==> src/rtl/msrv32_pc_fetch.sv <==
// msrv32 program-counter and instruction-fetch stage: one outstanding fetch over a
// req/gnt/rvalid handshake, with next-PC selection (trap > mret > branch > PC+4).
module msrv32_pc_fetch #(
  parameter logic [31:0] BOOT_ADDR = 32'h0000_0000
) (
  input  logic        clk_in,
  input  logic        rst_n_in,
  input  logic [31:0] iadder_in,
  input  logic        branch_taken_in,
  input  logic        mret_in,
  input  logic [31:0] epc_in,
  input  logic        trap_in,
  input  logic [31:0] trap_address_in,
  input  logic        stall_in,
  output logic        imem_req_out,
  output logic [31:0] imem_addr_out,
  input  logic        imem_gnt_in,
  input  logic        imem_rvalid_in,
  input  logic [31:0] imem_rdata_in,
  output logic [31:0] instr_out,
  output logic        instr_valid_out,
  output logic [31:0] pc_out,
  output logic [31:0] pc_plus_4_out,
  output logic        misaligned_instr_out
);

  localparam logic [31:0] NOP_INSTR = 32'h0000_0013;

  typedef enum logic [2:0] {
    IDLE = 3'd0,
    REQ  = 3'd1,
    WAIT = 3'd2,
    HOLD = 3'd3,
    HALT = 3'd4
  } state_t;

  state_t      r_state;
  logic [31:0] r_pc;
  logic [31:0] r_pc_plus_4;
  logic [31:0] r_instr;
  logic        r_kill;
  logic        r_req;
  logic        r_valid;

  state_t      w_state_nxt;
  logic        w_pc_load;
  logic [31:0] w_pc_nxt;
  logic        w_kill_nxt;
  logic        w_instr_load;
  logic        w_accept;
  logic        w_branch_misaligned;
  logic [31:0] w_redirect_pc;
  logic [31:0] w_branch_target;

  assign w_accept            = (r_state == HOLD) && !stall_in;
  assign w_branch_target     = iadder_in & 32'hFFFF_FFFE;
  assign w_branch_misaligned = !trap_in && !mret_in && branch_taken_in && iadder_in[1];

  // Next-PC selection applied when the held instruction is accepted
  always_comb begin
    w_redirect_pc = r_pc_plus_4;
    if (trap_in) begin
      w_redirect_pc = trap_address_in;
    end else if (mret_in) begin
      w_redirect_pc = epc_in;
    end else if (branch_taken_in) begin
      w_redirect_pc = w_branch_target;
    end else begin
      w_redirect_pc = r_pc_plus_4;
    end
  end

  // Fetch state machine next-state, PC load and kill bookkeeping
  always_comb begin
    w_state_nxt  = r_state;
    w_pc_load    = 1'b0;
    w_pc_nxt     = r_pc;
    w_kill_nxt   = r_kill;
    w_instr_load = 1'b0;
    case (r_state)
      IDLE: begin
        w_state_nxt = REQ;
        if (trap_in) begin
          w_pc_load = 1'b1;
          w_pc_nxt  = trap_address_in;
        end else begin
          w_pc_load = 1'b0;
        end
      end
      REQ: begin
        if (trap_in) begin
          w_pc_load = 1'b1;
          w_pc_nxt  = trap_address_in;
          // a grant taken alongside the trap is for the old address: drop its response
          if (imem_gnt_in) begin
            w_state_nxt = WAIT;
            w_kill_nxt  = 1'b1;
          end else begin
            w_state_nxt = REQ;
          end
        end else if (imem_gnt_in) begin
          w_state_nxt = WAIT;
        end else begin
          w_state_nxt = REQ;
        end
      end
      WAIT: begin
        if (trap_in) begin
          w_pc_load = 1'b1;
          w_pc_nxt  = trap_address_in;
        end else begin
          w_pc_load = 1'b0;
        end
        if (imem_rvalid_in) begin
          w_kill_nxt = 1'b0;
          if (r_kill || trap_in) begin
            w_state_nxt = REQ;
          end else begin
            w_instr_load = 1'b1;
            w_state_nxt  = HOLD;
          end
        end else if (trap_in) begin
          w_kill_nxt = 1'b1;
        end else begin
          w_kill_nxt = r_kill;
        end
      end
      HOLD: begin
        if (w_accept) begin
          if (w_branch_misaligned) begin
            w_state_nxt = HALT;
          end else begin
            w_pc_load   = 1'b1;
            w_pc_nxt    = w_redirect_pc;
            w_state_nxt = REQ;
          end
        end else if (trap_in) begin
          w_pc_load   = 1'b1;
          w_pc_nxt    = trap_address_in;
          w_state_nxt = REQ;
        end else begin
          w_state_nxt = HOLD;
        end
      end
      HALT: begin
        if (trap_in) begin
          w_pc_load   = 1'b1;
          w_pc_nxt    = trap_address_in;
          w_state_nxt = REQ;
        end else begin
          w_state_nxt = HALT;
        end
      end
      default: begin
        w_state_nxt = IDLE;
        w_kill_nxt  = 1'b0;
      end
    endcase
  end

  // State, PC, instruction and handshake output registers
  always_ff @(posedge clk_in or negedge rst_n_in) begin
    if (!rst_n_in) begin
      r_state     <= IDLE;
      r_pc        <= BOOT_ADDR;
      r_pc_plus_4 <= BOOT_ADDR + 32'd4;
      r_instr     <= NOP_INSTR;
      r_kill      <= 1'b0;
      r_req       <= 1'b0;
      r_valid     <= 1'b0;
    end else begin
      r_state <= w_state_nxt;
      r_kill  <= w_kill_nxt;
      r_req   <= (w_state_nxt == REQ);
      r_valid <= (w_state_nxt == HOLD);
      if (w_pc_load) begin
        r_pc        <= w_pc_nxt;
        r_pc_plus_4 <= w_pc_nxt + 32'd4;
      end
      if (w_instr_load) begin
        r_instr <= imem_rdata_in;
      end
    end
  end

  assign imem_req_out         = r_req;
  assign imem_addr_out        = r_pc;
  assign pc_out               = r_pc;
  assign pc_plus_4_out        = r_pc_plus_4;
  assign instr_out            = r_instr;
  assign instr_valid_out      = r_valid;
  assign misaligned_instr_out = w_accept && w_branch_misaligned;

endmodule

==> config.mk <==
export PLATFORM = sky130hd
export DESIGN_NAME = msrv32_pc_fetch
export DESIGN_NICKNAME = d
export VERILOG_FILES = /design/src/rtl/msrv32_pc_fetch.sv
export SDC_FILE = /design/constraint.sdc
export NUM_CORES = 1
export LEC_CHECK = 0
export ABC_AREA = 1
export BUFFER_PORTS_ARGS = -buffer_cell sky130_fd_sc_hd__buf_2
export CORE_AREA = 2 2 137 172
export DETAILED_ROUTE_END_ITERATION = 12
export DIE_AREA = 0 0 139 174
export GPL_TIMING_DRIVEN = 1
export PLACE_DENSITY = 0.67
export REMOVE_ABC_BUFFERS = 1
export SLEW_MARGIN = 40
export SYNTH_ARGS = -nofsm -noshare
export SYNTH_HDL_FRONTEND = slang
export SYNTH_SLANG_ARGS = --single-unit
==> constraint.sdc <==
create_clock -name clk_in -period 5.7 [get_ports clk_in]
set_input_delay 0.57 -clock clk_in [delete_from_list [all_inputs] [get_ports clk_in]]
set_output_delay 0.57 -clock clk_in [all_outputs]
set_load 0.02 [all_outputs]
## Word-level counts from Yosys, hierarchy flattened

Index checks and enable logic that the tools add are counted.

- Register bits: 102
- Input port bits: 136
- Logic and storage cells: 58

- Add/sub/neg operators: 1
- Equal/unequal tests: 9
- Mux-type cells: 27
- Bitwise operators: 1
- Reduce and logical (&&, ||, !) cells: 13

Operators with widths:

| operator | number |
|---|---|
| $mux 32 | 6 |
| $pmux 32 s2 | 1 |
| $add 32x3->32 const B | 1 |
| $pmux 3 s5 | 1 |
| $mux 3 | 4 |
| $mux 1 | 10 |
| $eq 3x2->1 const B | 3 |
| $eq 3x1->1 const B | 2 |
| $mux 2 | 3 |
| $logic_and 1x1->1 | 5 |
| $ne 2x2->1 const B | 2 |
| $reduce_and 4->1 | 1 |
| $reduce_or 4->1 | 1 |
| $eq 3x3->1 const B | 1 |
| $logic_not 1->1 | 3 |
| $logic_not 3->1 | 1 |
| $ne 3x3->1 const B | 1 |
| $pmux 1 s3 | 1 |
| $reduce_or 3->1 | 1 |
| $pmux 1 s2 | 1 |
| $logic_or 1x1->1 | 1 |
| $not 1->1 | 1 |

## Depth between registers and ports, before layout

Gate-level depths: netlist (run 1).

- Depth after elaboration: 8
- Mapped depth: 21
- Gate-level depth less buffers: 19

## Worst setup path before layout (run 1)

Ideal clock, no wire load.

- Kind: input port to flip-flop
- Start point: input port trap_in
- End point: register r_pc_plus_4[26] (netlist: pc_plus_4_out[26])
- Setup time: 0.116 ns
- Arrival time: 2.595 ns
- Required time: 5.584 ns
- Path slack: 2.989 ns
- Cell stages on the path: 20
- Path buffers: 3
- Cell sequence: buf_6 -> nor2_4 -> nand2_2 -> buf_6 -> buf_6 -> nand4_1 -> nand3_1 -> nand2_1 -> nand2_1 -> a21oi_4 -> ha_1 -> nand3_1 -> nor2_2 -> nand3b_2 -> clkinv_2 -> nand2_1 -> nor2_2 -> nand2_1 -> nand2_1 -> nand2_1

- Word-level cells in the longest chain between the ends: 8
- Elaborated cells between the ends (all ways): 14
- Those cells by class: add/sub: 1; mux: 9; reduce/logical: 4

RTL lines:

| what | line | source |
|---|---|---|
| from (decl) | 12 | `input logic trap_in,` |
| $logic_not 1->1 | 57 | `assign w_branch_misaligned = !trap_in && !mret_in && branch_taken_in && iadder_in[1];` |
| $logic_and 1x1->1 (3 in series) | 57 |  |
| $mux 32 | 130 | `if (w_branch_misaligned) begin` |
| $mux 32 | 129 | `if (w_accept) begin` |
| $pmux 32 s2 * | 80 | `case (r_state)` |
| net w_pc_nxt[2] | 47 | `logic [31:0] w_pc_nxt;` |
| $add 32x3->32 * | 178 | `r_pc_plus_4 <= w_pc_nxt + 32'd4;` |
| to (signal assigned) | 166 | `r_pc_plus_4 <= BOOT_ADDR + 32'd4;` |
| to (signal assigned) | 178 |  |
| to (decl) | 39 | `logic [31:0] r_pc_plus_4;` |

The timed path passes the listed nets; every way through them passes the cells marked *.
A chain may end at the register's enable or synchronous reset.

## Worst setup path in the final report (run 1)

- Start point: register r_state[2]
- End point: register r_pc_plus_4[26] (netlist: pc_plus_4_out[26])

- Word-level cells in the longest chain between the ends: 5
- Elaborated cells between the ends (all ways): 12
- Those cells by class: add/sub: 1; eq/ne: 4; mux: 4; reduce/logical: 3

RTL lines:

| what | line | source |
|---|---|---|
| from (decl) | 37 | `state_t r_state;` |
| from (signal assigned) | 172 | `r_state <= w_state_nxt;` |
| $eq 3x2->1 | 55, 80 |  |
| $logic_and 1x1->1 | 55 | `assign w_accept = (r_state == HOLD) && !stall_in;` |
| $mux 32 | 129 |  |
| $pmux 32 s2 | 80 |  |
| $add 32x3->32 | 178 |  |

Parallel ways exist; a longest one is shown, timed or not.

==> flow_summary.json, run 1 <==
{
  "finalInstanceArea_um2": 9281,
  "wl_per_cell_um": 15.51,
  "cts_tree": "yes",
  "yosys.area.top_type": "dfrtp_1",
  "max-vdd-ir-drop_uv": 251.4,
  "synth_warnings": 0,
  "drtIter0Drc": 513,
  "postCtsSetupRepairBufs": 0,
  "worstSetupEndpointType": "flip-flop",
  "clkTransAtPathRegs_ns": 0.08,
  "sw_frac_of_total_pct": 52.17,
  "syn_to_final_growth_pct": 19.45,
  "grt_pass1_wl_um": 41750,
  "cts_buffer_depth": 2,
  "synth_fa_ha_area_share_pct": 0.1610,
  "power_density_nw_per_um2": 488.2,
  "regArea_um2": 2507,
  "hold_buffers": 0,
  "tightest_slew_ns": 0.7808,
  "crit_type": "reg2reg",
  "grtUsageTotal_pct": 21.74,
  "grt_max_degree": 63,
  "placed_area_um2": 8989,
  "r2r_setup_slack_ns": 2.10,
  "p_leak_nw": 5.412,
  "fillers": 2428,
  "synthFlopType": "dfrtp_1",
  "std_cell_rows": 62,
  "antenna_found_initial": 1,
  "synth_mux_area_share_pct": 0,
  "via_count": 8366,
  "start_kind": "flip-flop",
  "ioPinCount": 267,
  "synth_compound_area_share_pct": 9.839,
  "maxCapViolCount": 0,
  "setup_tns_ns": 0,
  "cpMostUsedCell": "nor2_1",
  "core_um2": 22650,
  "multi_input_area_um2": 4070,
  "cts_buffers": 9,
  "path_cells": "inv_2 -> nand3_4 -> nor2_8 -> inv_4 -> nor2_1 -> nor2_1 -> o21ai_1 -> nand2_2 -> buf_4 -> clkinv_1 -> nor2_1 -> o21bai_1 -> inv_1 -> nand2_1 -> nand2_1",
  "finalCriticalPeriod_ns": 3.595,
  "cpPeakStageDelay_ns": 0.80,
  "drive_gt1_share_pct": 26.41,
  "nets": 1571,
  "rsz0062_at_grt": "false",
  "async_reset_ff_share_pct": 100.0,
  "hold_violations": 0,
  "hold_class": "in2async",
  "power.net_switching_mw": 2.364,
  "setup_viol": 0,
  "yosysSeqAreaShare_pct": 32.27,
  "synth.avg_cell_area_um2": 6.297,
  "synth_top_area_share_pct": 30.92,
  "synthSimpleGateAreaFrac_pct": 41.93,
  "status": "complete, no violations",
  "syn-cell-area_um2": 7770,
  "worstPathBufferInverterCount": 5,
  "cts_root_buf": "clkbuf_16",
  "synth-edff-count": 0,
  "cp_top_family": "buffers and inverters",
  "synth_top_family_by_area": "simple AND/OR/NAND/NOR gates",
  "synth_area_leaders": "dfrtp_1, nand2_1, inv_1",
  "first_pass_iters": 5,
  "hpwlAfterDp_um": 19350,
  "numPortBuffers": 265,
  "arrival_ns": 3.85,
  "crit_fanout": 54,
  "clk_latency_ns": 0.36,
  "fmax_mhz": 278.1,
  "start_util_pct": 34.30,
  "clock-sinks": 100,
  "n_antenna_cell": 0,
  "die_x_um": 139,
  "clockPowerShare_pct": 13.8,
  "die_area_um2": 24190,
  "slew-limit-headroom_pct": 47.63,
  "postSynthCellCount": 1234,
  "ys_seq_elements": 100,
  "drtAntennaViolNets": 0,
  "slowest_stage": "clkinv_1",
  "drv_slew": 0,
  "seqPwrFrac_pct": 29.7,
  "cp_data_required_time_ns": 5.96,
  "grt_pass1_vias": 7897,
  "clock_skew_ns": 0.01498,
  "routed_wl_um": 26790,
  "cts_resized": 0,
  "gp_congestion": 0.9094,
  "drc": 0,
  "gr-total-overflow": 0,
  "combPwrFrac_pct": 56.4,
  "via_per_inst": 4.844,
  "synthXorXnorAreaFrac_pct": 0.3382,
  "yosysUniqueCellTypes": 46,
  "cts_htree_levels": 3,
  "fin_crit_sh_pct": 63.08,
  "intPower_mw": 2.168,
  "die_h_um": 174
}
-- per-stage QoR --
stage | instances | setup slack [ns] | util [%] | power, mW | hold slack [ns]
floorplan | 1146 | 1.681 | - | 2.967 | 0.2744
global placement | 1711 | 1.896 | 39.68 | 3.881 | 0.4481
detailed placement | 1711 | 1.881 | 39.68 | 3.920 | 0.4535
CTS | 1727 | 2.195 | 40.97 | 4.559 | 0.2705
global route | 1727 | 1.796 | 40.97 | 4.889 | 0.3084
finish | 1727 | 2.105 | 40.97 | 4.532 | 0.2379
-- sequential cells by signal (all words and copies together), names as in the netlist, named ones only --
name	cells
imem_req_out	1
pc_plus_4_out	30
imem_addr_out	30
instr_out	32
instr_valid_out	1
r_kill	1
r_state	3
-- layout by cell type (no fill, tap or decap), types with 2 or more instances in the layout --
| cell | n |
|---|---|
| nor2_8 | 2 |
| buf_4 | 13 |
| clkbuf_16 | 9 |
| o21ai_0 | 53 |
| o21ai_1 | 17 |
| o21bai_1 | 2 |
| nor2_4 | 6 |
| o21a_1 | 2 |
| nand3_4 | 2 |
| or2_2 | 4 |
| a21oi_1 | 26 |
| dfrtp_1 | 96 |
| a21oi_4 | 5 |
| inv_2 | 16 |
| a22oi_1 | 9 |
| buf_2 | 264 |
| xnor2_1 | 3 |
| nand3_1 | 89 |
| a31oi_1 | 2 |
| a21boi_0 | 2 |
| nor2_1 | 82 |
| nor2_2 | 9 |
| clkinv_4 | 2 |
| nand2_2 | 21 |
| o211ai_1 | 4 |
| inv_1 | 144 |
| clkinv_2 | 2 |
| nand2_1 | 490 |
| nand4_1 | 20 |
| clkinv_1 | 4 |
| dfstp_2 | 4 |
| inv_6 | 2 |
| nor3_1 | 5 |
| nand3_2 | 11 |
| or2_1 | 2 |
-- cell usage after synthesis, types with 2 or more instances --
cell type / count
a21boi_0: 2
a21oi_1: 26
a21oi_4: 5
a22oi_1: 9
a31oi_1: 2
buf_2: 23
buf_4: 46
buf_6: 5
clkbuf_1: 14
clkinv_1: 3
clkinv_2: 2
dfrtp_1: 96
dfstp_2: 4
inv_1: 146
inv_2: 15
nand2_1: 491
nand2_2: 20
nand3_1: 89
nand3_2: 11
nand3_4: 2
nand4_1: 20
nor2_1: 82
nor2_2: 9
nor2_4: 6
nor2_8: 2
nor3_1: 5
o211ai_1: 4
o21a_1: 2
o21ai_0: 53
o21ai_1: 17
o21bai_1: 2
or2_1: 2
or2_2: 4
xnor2_1: 3
-- worst reg2reg max path: cells and delay by family, from the launching register on --
family | cells | cell delay [ns]
AOI/OAI and AO/OA | 2 | 0.24
buffers and inverters | 5 | 1.78
DFF | 1 | 0.42
and+or+nand+nor | 8 | 1.06
-- final timing paths --
check,start,to,cells past startpoint
min in group clk_in,imem_rdata_in[7],instr_out[7],3
max,r_state[2],pc_plus_4_out[26],15
min reg2reg,instr_out[0],instr_out[0],2
max reg2reg,r_state[2],pc_plus_4_out[26],15
min,rst_n_in,instr_out[27],1
max in group asynchronous,rst_n_in,pc_plus_4_out[22],2
-- cells by family (layout without fill, tap and decap cells) --
kind of cell,Yosys count,after routing
flip-flops,100,100
XOR/XNOR,3,3
AND/OR/NAND/NOR,747,747
buffers and inverters,255,460
AO/OA/AOI/OAI,128,128
adder cells (fa/ha/maj),1,1
-- metal layers --
metal	part of all wire, %	vias to the layer above	track usage, %
met3	6.3	55	3.967
li1	-	4181	-
met2	50	292	38.69
met4	3.4	2	8.754
met5	0.049	-	0
met1	40	3836	25.80
-- final cells by class --
class,count,area share [%]
Multi-Input combinational cell,879,43.85
Clock inverter,6,0.5797
Tap cell,288,3.882
Timing Repair Buffer,277,15.29
Clock buffer,10,2.575
Sequential cell,100,27.02
Inverter,167,6.808
-- power by group through the flow --
stage	clock network (mW)	registers [mW]	logic, mW
after floorplan	0	1.81	1.16
after CTS	0.637	1.35	2.57
after global routing	0.664	1.39	2.83
after global placement	0	1.35	2.54
final	0.627	1.35	2.56
after detailed placement	0	1.35	2.57
No activity file was read; power rests on OpenSTA's default activity.
==> run 2: changes to the inputs <==
ABC_AREA = 0   (was 1)
CORE_AREA = 2 2 128 161   (was 2 2 137 172)
DIE_AREA = 0 0 130 163   (was 0 0 139 174)
PLACE_DENSITY = 0.68   (was 0.67)
clock period = 3.6 ns   (was 5.7 ns; I/O delays follow)
==> run 2 against run 1 <==
  * Clock-buffer cell count decreased by 1
  * Sequential power increased by 50%
  * Sequential cell count unchanged
  * Global-route usage increased by 1.7 points
  * Register-to-register slack got worse by 1.9 ns
  * Critical endpoint is now pc_plus_4_out[28]
==> flow_summary.json, run 2 <==
{
  "synth_warnings": 0,
  "yosysSeqAreaShare_pct": 37.14,
  "cts_buffer_depth": 2,
  "drtIter0Drc": 578,
  "max-vdd-ir-drop_uv": 262.5,
  "gr-usage-met3_pct": 6.110,
  "cts_htree_levels": 3,
  "drv_slew": 0,
  "worstSetupEndpointType": "flip-flop",
  "layout_setup_ws_ns": 0.2261,
  "setup_viol": 0,
  "finalCriticalPeriod_ns": 3.374,
  "fillers": 1999,
  "ys_seq_elements": 100,
  "final_cell_mix": "buf_2, dfrtp_1, nand2_1",
  "core_um2": 19810,
  "rsz0062_at_grt": "false",
  "layout_commonest_cell": "buf_2",
  "async_reset_ff_share_pct": 100.0,
  "hold_buffers": 0,
  "path_cells": "and4bb_1 -> o221ai_1 -> o221ai_1 -> ha_1 -> nand4_1 -> buf_4 -> or3_1 -> o31ai_1 -> a22o_1",
  "grtUsageTotal_pct": 23.46,
  "worstPathBufferInverterCount": 1,
  "cts_resized": 0,
  "cts_root_buf": "clkbuf_16",
  "met1_usage_pct": 29.15,
  "via_per_inst": 5.481,
  "std_cell_rows": 58,
  "synthFlopType": "dfrtp_1",
  "largest_reg_flops": 32,
  "drc": 0,
  "wl_per_cell_um": 20.03,
  "gp_congestion": 0.9175,
  "maxCapViolCount": 0,
  "setup_tns_ns": 0,
  "hold_violations": 0,
  "clock-sinks": 100,
  "postCtsSetupRepairBufs": 0,
  "synth.avg_cell_area_um2": 9.261,
  "grtUsageMet2_pct": 37.93,
  "clkTransAtPathRegs_ns": 0.07,
  "fmax_mhz": 296.4,
  "antenna_found_initial": 5,
  "slew-limit-headroom_pct": 56.08,
  "yosys.area.top_type": "dfrtp_1",
  "cpPeakStageDelay_ns": 0.65,
  "tightest_slew_ns": 0.6588,
  "grt_max_degree": 81,
  "gr-total-overflow": 0,
  "start_kind": "flip-flop",
  "numPortBuffers": 265,
  "hpwlAfterDp_um": 19370,
  "via_count": 6829,
  "die_area_um2": 21190,
  "nets": 1106,
  "cp_top_family": "simple AND/OR/NAND/NOR gates",
  "synth-edff-count": 0,
  "status": "complete, no violations",
  "fin_hold_ws_ns": 0.03850,
  "dp.cells": 1228,
  "syn-cell-area_um2": 6751,
  "grt_pass1_wl_um": 37340,
  "ys_top_cells_by_count": "dfrtp_1, nand2_1, nor2_1",
  "clock_skew_ns": 0.01217,
  "hold_class": "in2async",
  "crit_fanout": 11,
  "drive_gt1_share_pct": 40.76,
  "r2r_start": "r_state[0]",
  "synth_area_leaders": "dfrtp_1, mux2_2, buf_4",
  "p_leak_nw": 4.011,
  "instances_no_fill": 1246,
  "synth_top_area_share_pct": 35.58,
  "first_pass_iters": 5,
  "yosysMostFrequentCell": "dfrtp_1",
  "post-place-ws_ns": 0.2083,
  "power_density_nw_per_um2": 736.6,
  "cp_data_required_time_ns": 3.90,
  "fin_crit_sh_pct": 93.72,
  "cts_buffers": 9,
  "crit_type": "reg2reg",
  "startpoint": "r_state[0]",
  "yosysUniqueCellTypes": 84,
  "die_x_um": 130,
  "syn_to_final_growth_pct": 26.59,
  "routed_wl_um": 24960,
  "arrival_ns": 3.67,
  "die_h_um": 163,
  "grt_pass1_vias": 6681,
  "slowest_stage": "and4bb_1",
  "grt.busiest_layer": "met2",
  "cts_tree": "yes",
  "start_util_pct": 34.08,
  "cpMostUsedCell": "o221ai_1",
  "drtAntennaViolNets": 0,
  "ioPinCount": 267,
  "clk_latency_ns": 0.36,
  "postSynthCellCount": 729
}
run 2: worst paths after layout:
check	depth (start not counted)	end	slack (ns)
worst max-delay path	9	pc_plus_4_out[28]	0.23
worst min-delay path	1	instr_out[22]	0.04
worst max register to register	9	pc_plus_4_out[28]	0.23
worst min register to register	2	pc_plus_4_out[3]	0.50
max in group asynchronous	2	pc_plus_4_out[2]	2.84
min in group clk_in	3	flip-flop	0.22
run 2: area by class of cell:
type	instances	area, um2	area share [%]
clock buffers	9	225.2	2.635
flip-flops and latches	100	2507	29.34
diodes	2	5.005	0.05856
multi-input cells	536	3672	42.97
inverters	14	52.55	0.6148
well taps	270	337.8	3.953
clock inverters	7	51.30	0.6002
repair buffers	308	1695	19.84
run 2: per-layer routing:
metal / up-vias / share of wire [%] / routed length [um]
li1: 3164 / - / -
met1: 3241 / 39 / 9737
met2: 353 / 48 / 11910
met3: 67 / 8.9 / 2222
met4: 4 / 4.3 / 1074
met5: - / 0.084 / 21
run 2: cells by family after synthesis:
group                    share of synthesized area [%]
AND/OR/NAND/NOR                                  21.48
AO/OA/AOI/OAI                                    21.50
flip-flops                                       37.14
buffers and inverters                            8.506
multiplexers                                     9.637
XOR/XNOR                                         1.557
adder cells (fa/ha/maj)                         0.1853
run 2: worst register-to-register path: stages, from the launching register on:
cell and delay, ns:
dfrtp_1 0.56, and4bb_1 0.65, o221ai_1 0.32, o221ai_1 0.26, ha_1 0.31, nand4_1 0.11
buf_4 0.20, or3_1 0.46, o31ai_1 0.29, a22o_1 0.15
run 2: metrics by stage:
step	cell area, um2	total power [mW]	util, %
floorplan	6230	3.983	-
finish	8547	6.296	43.14
CTS	8539	6.314	43.10
detailed placement	8263	5.354	41.71
global placement	8259	5.309	41.69
global route	8542	6.696	43.12
run 2: where the power goes:
part | switching, mW | internal [mW]
sequential | 0.461 | 1.57
clock | 0.464 | 0.472
combinational | 2.10 | 1.23
total | 3.02 | 3.27
==> run 3: changes to the inputs <==
clock period = 4.35 ns   (was 3.6 ns; I/O delays follow)
==> run 3 against run 2 <==
  * Via count shrank 0.85%
  * Clock power down 12%
  * Final area fell by 1.3%
  * Critical endpoint unchanged
  * Largest power group unchanged
==> flow_summary.json, run 3 (same netlist as run 2, synthesis figures left out) <==
{
  "fmax_mhz": 281.1,
  "maxCapViolCount": 0,
  "nets": 1092,
  "worstSetupEndpointType": "flip-flop",
  "slowest_stage": "dfrtp_1",
  "crit_type": "reg2reg",
  "status": "complete, no violations",
  "numPortBuffers": 265,
  "tightest_slew_ns": 0.7079,
  "grt_max_degree": 76,
  "routed_wl_um": 24670,
  "cts_buffer_depth": 2,
  "finalCriticalPeriod_ns": 3.558,
  "cts_buffers": 9,
  "cp_data_required_time_ns": 4.64,
  "postCtsSetupRepairBufs": 0,
  "antenna_found_initial": 6,
  "max-vdd-ir-drop_uv": 225.6,
  "syn_to_final_growth_pct": 24.89,
  "cts_tree": "yes",
  "cpPeakStageDelay_ns": 0.59,
  "cts_htree_levels": 3,
  "r2r_start": "r_state[0]",
  "drtIter0Drc": 471,
  "fin_crit_sh_pct": 81.79,
  "hold_violations": 0,
  "final_cell_mix": "buf_2, dfrtp_1, nand2_1",
  "wl_per_cell_um": 20.03,
  "arrival_ns": 3.85,
  "drv_slew": 0,
  "drc": 0,
  "clock-sinks": 100,
  "layout_commonest_cell": "buf_2",
  "die_h_um": 163,
  "start_kind": "flip-flop",
  "die_area_um2": 21190,
  "largest_reg_flops": 32,
  "std_cell_rows": 58,
  "hold_class": "in2async",
  "clkTransAtPathRegs_ns": 0.07,
  "gr-total-overflow": 0,
  "grt_pass1_wl_um": 36890,
  "start_util_pct": 34.08,
  "ioPinCount": 267,
  "hold_buffers": 0,
  "path_cells": "o21a_1 -> nor3_4 -> buf_4 -> nor3_1 -> a31oi_2 -> nand4_1 -> or3_1 -> o31ai_1 -> a22o_1",
  "cts_root_buf": "clkbuf_16",
  "clk_latency_ns": 0.36,
  "rsz0062_at_grt": "false",
  "hpwlAfterDp_um": 18880,
  "placed_area_um2": 8133,
  "core_um2": 19810,
  "drtAntennaViolNets": 0,
  "fin_hold_ws_ns": 0.1106,
  "drive_gt1_share_pct": 39.83,
  "clock_skew_ns": 0.01133,
  "grt_pass1_vias": 6526,
  "finalInstanceArea_um2": 8432,
  "via_count": 6771,
  "slew-limit-headroom_pct": 52.80,
  "p_leak_nw": 3.946,
  "power_density_nw_per_um2": 616.5,
  "via_per_inst": 5.496,
  "startpoint": "r_state[0]",
  "first_pass_iters": 5,
  "cts_resized": 0,
  "gp_congestion": 0.8993,
  "fillers": 2029,
  "grtUsageTotal_pct": 23.01,
  "setup_viol": 0,
  "crit_fanout": 16,
  "die_x_um": 130,
  "setup_tns_ns": 0,
  "power_mw": 5.198
}
[run 3: metal layers]
metal | routed length (um) | track usage (%) | up-vias
li1 | - | - | 3140
met1 | 9621 | 28.57 | 3221
met2 | 12010 | 38.91 | 354
met3 | 2287 | 5.683 | 50
met4 | 719 | 7.576 | 6
met5 | 34 | 0 | -
[run 3: layout make-up]
class	instances	area, um2	share of cell area, %
multi-input cells	536	3672	43.55
clock inverters	5	52.55	0.6232
diodes	3	7.507	0.08903
repair buffers	294	1563	18.53
clock buffers	10	239.0	2.834
well taps	270	337.8	4.007
flip-flops and latches	100	2507	29.74
inverters	14	52.55	0.6232
[run 3: path summary, 6_finish.rpt]
kind                                     end  slack [ns]  cells after the start
max                        pc_plus_4_out[28]        0.79                      9
min                            instr_out[21]        0.11                      1
max reg2reg                pc_plus_4_out[28]        0.79                      9
min reg2reg                    instr_out[15]        0.50                      1
max in group asynchronous  pc_plus_4_out[13]        3.38                      2
min in group clk_in                flip-flop        0.30                      3
[run 3: power breakdown]
part           total, mW  switching [mW]  leakage (nW)  internal (mW)
combinational       2.70            1.71          2.61          0.984
clock              0.822           0.366         0.144          0.456
sequential          1.68           0.380          1.20           1.30
total               5.20            2.46          3.95           2.74
[run 3: metrics by stage]
stage,util (%),instances,setup WS [ns]
after floorplan,-,650,0.2917
after global placement,41.03,1214,0.8276
after detailed placement,41.05,1214,0.7769
after CTS,42.52,1229,0.8713
after global routing,42.54,1230,0.6128
final,42.56,1232,0.7922
[run 3: critical path, delay by kind of cell, from the launching register on]
| kind | cells | cell delay (ns) |
|---|---|---|
| buffers and inverters | 1 | 0.22 |
| flip-flops | 1 | 0.59 |
| AND/OR/NAND/NOR | 4 | 1.50 |
| AO/OA/AOI/OAI | 4 | 1.20 |
